### config.mk
export PLATFORM = sky130hd
export DESIGN_NAME = serial_compare_flat
export DESIGN_NICKNAME = d
export VERILOG_FILES = /design/src/rtl/serial_compare_if.sv /design/src/rtl/serial_compare.sv /design/src/flat_wrapper.sv
export SDC_FILE = /design/constraint.sdc
export NUM_CORES = 1
export LEC_CHECK = 0
export BUFFER_PORTS_ARGS = -buffer_cell sky130_fd_sc_hd__buf_4
export CAP_MARGIN = 10
export CORE_AREA = 2 2 77 50
export DETAILED_ROUTE_END_ITERATION = 10
export DIE_AREA = 0 0 79 52
export GPL_TIMING_DRIVEN = 0
export PLACE_DENSITY_LB_ADDON = 0.12
export SYNTH_ARGS = -nofsm -noshare
export SYNTH_HDL_FRONTEND = slang
export SYNTH_SLANG_ARGS = --single-unit
### constraint.sdc
create_clock -name clk -period 6.39 [get_ports clk]
set_input_delay 1.917 -clock clk [delete_from_list [all_inputs] [get_ports clk]]
set_output_delay 1.917 -clock clk [all_outputs]
set_load 0.01 [all_outputs]
### src/rtl/serial_compare_if.sv
// serial_compare_if
//   Bundles the request and result signals of the bit-serial comparator.
//   master : the requester; drives start, signed_en, a, b and observes the
//            busy/done handshake plus the registered result flags.
//   slave  : the comparator itself.
//   Signals:
//     start      request a comparison (sampled on the rising clock)
//     signed_en  1 = two's-complement compare, 0 = unsigned
//     a, b       operands, WIDTH bits each
//     busy       high while a comparison is in progress
//     done       one-cycle pulse when a new result is valid
//     gt/eq/lt   one-hot result flags (A>B, A==B, A<B)
//     bits_used  number of bit positions examined for the last result
interface serial_compare_if #(
  parameter int WIDTH = 8
);
  localparam int BW = $clog2(WIDTH) + 1;

  logic             start;
  logic             signed_en;
  logic [WIDTH-1:0] a;
  logic [WIDTH-1:0] b;
  logic             busy;
  logic             done;
  logic             gt;
  logic             eq;
  logic             lt;
  logic [BW-1:0]    bits_used;

  modport master (
    output start, signed_en, a, b,
    input  busy, done, gt, eq, lt, bits_used
  );

  modport slave (
    input  start, signed_en, a, b,
    output busy, done, gt, eq, lt, bits_used
  );
endinterface

### src/rtl/serial_compare.sv
// serial_compare
//   Bit-serial magnitude comparator. Operands are latched on an accepted
//   start and scanned one bit per cycle from the MSB down; the scan stops at
//   the first differing bit or after bit 0. Results are registered and held
//   until the next comparison completes.
//   Ports:
//     clk    single clock, rising edge
//     rst_n  asynchronous active-low reset
//     bus    serial_compare_if.slave (start/signed_en/a/b in,
//            busy/done/gt/eq/lt/bits_used out)
module serial_compare #(
  parameter int WIDTH = 8
) (
  input  logic              clk,
  input  logic              rst_n,
  serial_compare_if.slave   bus
);
  localparam int IW = (WIDTH > 1) ? $clog2(WIDTH) : 1;
  localparam int BW = $clog2(WIDTH) + 1;

  typedef enum logic [1:0] {
    IDLE  = 2'd0,
    SHIFT = 2'd1,
    DONE  = 2'd2
  } state_t;

  state_t           state_q;
  state_t           state_d;

  logic [WIDTH-1:0] a_q;
  logic [WIDTH-1:0] b_q;
  logic             signed_q;
  logic [IW-1:0]    idx_q;

  logic             gt_q;
  logic             eq_q;
  logic             lt_q;
  logic [BW-1:0]    bits_used_q;

  logic             load;
  logic             finish;
  logic             bit_a;
  logic             bit_b;
  logic             res_gt;
  logic             res_eq;
  logic             res_lt;
  logic [BW-1:0]    bits_used_d;

  assign bit_a = a_q[idx_q];
  assign bit_b = b_q[idx_q];

  // Bits examined so far, counting the one under the index this cycle.
  assign bits_used_d = BW'(WIDTH) - BW'(idx_q);

  // Decision for the bit currently under the index. At the sign bit of a
  // signed compare the operand holding a 1 is the negative one, so the
  // sense of the decision flips there.
  always_comb begin
    res_gt = 1'b0;
    res_eq = 1'b0;
    res_lt = 1'b0;
    if (bit_a != bit_b) begin
      if (signed_q && (idx_q == IW'(WIDTH - 1))) begin
        res_lt = bit_a;
        res_gt = bit_b;
      end else begin
        res_gt = bit_a;
        res_lt = bit_b;
      end
    end else begin
      res_eq = 1'b1;
    end
  end

  // State register.
  always_ff @(posedge clk or negedge rst_n) begin
    if (!rst_n) begin
      state_q <= IDLE;
    end else begin
      state_q <= state_d;
    end
  end

  // Next-state logic. A new request is accepted from IDLE and also from
  // DONE so that back-to-back comparisons need no idle gap. In SHIFT the
  // start input is not looked at.
  always_comb begin
    state_d = state_q;
    load    = 1'b0;
    finish  = 1'b0;
    case (state_q)
      IDLE: begin
        if (bus.start) begin
          load    = 1'b1;
          state_d = SHIFT;
        end
      end
      SHIFT: begin
        if (!res_eq || (idx_q == '0)) begin
          finish  = 1'b1;
          state_d = DONE;
        end
      end
      DONE: begin
        if (bus.start) begin
          load    = 1'b1;
          state_d = SHIFT;
        end else begin
          state_d = IDLE;
        end
      end
      default: begin
        state_d = IDLE;
      end
    endcase
  end

  // Operand capture and bit index. The index only walks down while the
  // scan continues; on the finishing cycle it is left where it stopped.
  always_ff @(posedge clk or negedge rst_n) begin
    if (!rst_n) begin
      a_q      <= '0;
      b_q      <= '0;
      signed_q <= 1'b0;
      idx_q    <= '0;
    end else if (load) begin
      a_q      <= bus.a;
      b_q      <= bus.b;
      signed_q <= bus.signed_en;
      idx_q    <= IW'(WIDTH - 1);
    end else if ((state_q == SHIFT) && !finish) begin
      idx_q    <= idx_q - 1'b1;
    end
  end

  // Result flags are written only on the edge that enters DONE, so the
  // previous result stays visible throughout the next scan.
  always_ff @(posedge clk or negedge rst_n) begin
    if (!rst_n) begin
      gt_q        <= 1'b0;
      eq_q        <= 1'b0;
      lt_q        <= 1'b0;
      bits_used_q <= '0;
    end else if (finish) begin
      gt_q        <= res_gt;
      eq_q        <= res_eq;
      lt_q        <= res_lt;
      bits_used_q <= bits_used_d;
    end
  end

  assign bus.busy      = (state_q == SHIFT);
  assign bus.done      = (state_q == DONE);
  assign bus.gt        = gt_q;
  assign bus.eq        = eq_q;
  assign bus.lt        = lt_q;
  assign bus.bits_used = bits_used_q;
endmodule

### src/flat_wrapper.sv
// flat-port wrapper written by rule: the top's interface ports become plain ports
module serial_compare_flat 
#(
  parameter int WIDTH = 8
)
  (clk, rst_n, bus_start, bus_signed_en, bus_a, bus_b, bus_busy, bus_done, bus_gt, bus_eq, bus_lt, bus_bits_used);
  serial_compare_if #(.WIDTH(WIDTH)) bus_i ();
  input  logic clk;
  input  logic rst_n;
  input wire logic [$bits(bus_i.start)-1:0] bus_start;
  input wire logic [$bits(bus_i.signed_en)-1:0] bus_signed_en;
  input wire logic [$bits(bus_i.a)-1:0] bus_a;
  input wire logic [$bits(bus_i.b)-1:0] bus_b;
  output wire logic [$bits(bus_i.busy)-1:0] bus_busy;
  output wire logic [$bits(bus_i.done)-1:0] bus_done;
  output wire logic [$bits(bus_i.gt)-1:0] bus_gt;
  output wire logic [$bits(bus_i.eq)-1:0] bus_eq;
  output wire logic [$bits(bus_i.lt)-1:0] bus_lt;
  output wire logic [$bits(bus_i.bits_used)-1:0] bus_bits_used;
  assign bus_i.start = bus_start;
  assign bus_i.signed_en = bus_signed_en;
  assign bus_i.a = bus_a;
  assign bus_i.b = bus_b;
  assign bus_busy = bus_i.busy;
  assign bus_done = bus_i.done;
  assign bus_gt = bus_i.gt;
  assign bus_eq = bus_i.eq;
  assign bus_lt = bus_i.lt;
  assign bus_bits_used = bus_i.bits_used;
  serial_compare #(.WIDTH(WIDTH)) u_core (.clk(clk), .rst_n(rst_n), .bus(bus_i));
endmodule
==> key figures <==
Run status
  – Status: completed

Finish
  – Commonest non-fill, non-tap cell in the layout: dfrtp_1
  – Most frequent cells in the layout: 29 x dfrtp_1, 28 x buf_4, 21 x mux2_2
  – Layout cell share with drive strength beyond 1: 45.5%
  – Fin area: about 0.0018 sq mm
  – Final Non-Filler Cells: 190
  – P&R area growth vs syn: 24.1%
  – # diodes: 0
  – Post-layout util: 53.2%
  – Nets: 167

Clock network
  – Hold-fix buffers at CTS: 0
  – Setup Fix Bufs, Post-CTS: 0
  – CTS Buffer Depth: 2
  – CTS tree: yes
  – CTS resizes: 0
  – Num CTS Buffers: 5
  – Root buffer cell: clkbuf_8
  – H-tree depth: 2
  – Clock latency at the later pin of the worst-skew pair: between 200 and 300 ps
  – Clock sinks: 29
  – Clk slew on worst S/H paths: 60 ps

Setup path
  – Critical Path Max Stage Delay: 360 ps
  – Worst r2r path cells: 5
  – Endpoint class of the critical path: output pin
  – Crit path DAT: ~1300 ps
  – Worst R2R Setup Slack: 4110 ps
  – Top delay family on crit path: buffers and inverters
  – Setup CP Type: reg2out
  – Worst-path maximum fanout: 8
  – Reg-to-reg startpoint: u_core.idx_q[0]
  – Crit-path slowest cell: dfrtp_1
  – R2r endpoint: u_core.bus.bits_used[1]
  – Crit path launch type: register
  – Worst Path Buf+Inv: 2
  – Crit-path cells: nor2b_1, clkbuf_1, buf_4
  – WP data required: 4470 ps

Place
  – Placed cells: around 180
  – IO buf count: 28
  – Dpl ws: around 3100 ps
  – Cell Area, Placed: 0.00175 sq mm
  – DP HPWL: 1.95 mm
  – GP Congestion: 0.687

Synth
  – Synth top area cells: dfrtp_1 49%, mux2_2 16%, mux2i_1 4.7%
  – Area share of the largest cell type after synthesis: 49.2%
  – Mapped Cells: ~110
  – Synth area leader: dfrtp_1
  – Syn_nets: approximately 130
  – Syn avg cell area: roughly 14 sq um
  – FF+latch count, synth: 29
  – Count of cell types in the netlist: 32
  – Yosys warnings: 0
  – Seq/Total Area, Yosys: 49.2%
  – Synthesized cell area: ~0.0015 sq mm

Drt
  – Routed WL: 2.67 mm
  – Per-cell routed wire length: between 10 and 15 um
  – Drt first pass iters: 4
  – # DRC: 0
  – Vias: a little over 900
  – Antenna viol nets, final: 0
  – DRT iter0 DRCs: 12
  – Via density: 4.84

STA
  – Worst slew pin tran: 615 ps
  – Setup Skew: 7.54 ps
  – Fin. Hold Viols: 0
  – Max Slew Vio Count: 0
  – Finish-stage setup viols: 0
  – Tcrit/Tclk final: between 50% and 60%
  – Slew headroom: 59.0%
  – Fmax: 311 MHz
  – TNS Setup: 0 ps
  – RSZ-0062 raised after global routing: no
  – Hold_ws: 499 ps
  – Final worst slack: 3180 ps
  – Period minus WS final: 3210 ps

Floorplan
  – Io pins: 29
  – Core ar.: approximately 0.0034 sq mm
  – Starting Density: 42.8%
  – Die area: 0.00411 sq mm
  – Row count: 17
  – Die extent in x: 79 um
  – Chip height: 52 um

Global routing
  – First-pass GRT wire length: between 4 and 5 mm
  – Largest net degree at the start of global routing: 30
  – Overall Global Routing Usage: 15.0%
  – GRT overflow: 0
  – Vias in the first global route: 954
  – Antenna violations before repair: 0

Hold path
  – Hold endpoint: u_core.bus.gt
  – HP Class: reg2reg
  – Hold Path Depth: 1
  – Hold Crit Start: u_core.bus.gt

Power
  – Leakage power: 0.885 nW
  – Pwr Density: 462 mW/mm^2
  – Pwr Total: ~850 uW
  – Worst vdd ir: 0.000175 V

Job
  – Number of max-cap violations: 0
registers in the layout, summed over array words and instances (netlist names):
name / count
u_core.a_q: 8
u_core.b_q: 8
u_core.bus.bits_used: 4
u_core.bus.eq: 1
u_core.bus.gt: 1
u_core.bus.lt: 1
u_core.idx_q: 3
u_core.signed_q: 1
u_core.state_q: 2
cell families after synthesis:
| logic type | after synthesis | synth area share [%] |
|---|---|---|
| compound gates | 13 | 9.32 |
| fa+ha+maj | 4 | 3.39 |
| buf+inv | 11 | 3.39 |
| flops | 29 | 49.2 |
| mux | 33 | 28.1 |
| simple gates | 18 | 6.61 |
synthesized netlist by cell type, drive strengths merged:
cell and number:
a21boi 1, a21oi 4, a22oi 1, a2bb2oi 1
a32o 1, and2 1, and3 1, and3b 1
buf 2, clkbuf 4, dfrtp 29, ha 4
inv 5, mux2 22, mux2i 8, mux4 3
nand2 1, nand2b 1, nand3 1, nor2 5
nor2b 6, nor3 1, o2111ai 1, o211ai 1
o21ai 1, o2bb2ai 1, o31ai 1
how the worst max path moves through the flow:
| stage | from | to | depth (start not counted) |
|---|---|---|---|
| after floorplan | bus_start | u_core.a_q[0] | 3 |
| after global placement | bus_start | u_core.a_q[3] | 4 |
| after detailed placement | bus_start | u_core.a_q[0] | 4 |
| after CTS | u_core.state_q[0] | bus_busy | 3 |
| after global routing | u_core.state_q[0] | bus_busy | 3 |
| final | u_core.state_q[0] | bus_busy | 3 |
routing by layer:
metal | wire length [um] | track usage (%) | vias up
met5 | 0 | 0 | -
li1 | - | - | 458
met4 | 14 | 6.90 | 0
met3 | 142 | 5.56 | 2
met1 | 1320 | 19.6 | 441
met2 | 1190 | 22.2 | 18
final cells by class:
type,count,area [sq um]
Multi-Input combinational cell,68,701
Tap cell,47,58.8
Fill cell,327,1610
Inverter,5,18.8
Buffer,6,31.3
Clock buffer,7,86.3
Sequential cell,29,726
Timing Repair Buffer,28,210
power breakdown:
part,internal (mW),switching (mW)
clock network,0.0852,0.0634
logic,0.211,0.180
registers,0.263,0.0434
total,0.559,0.287
(Power assumes the default switching activity.)
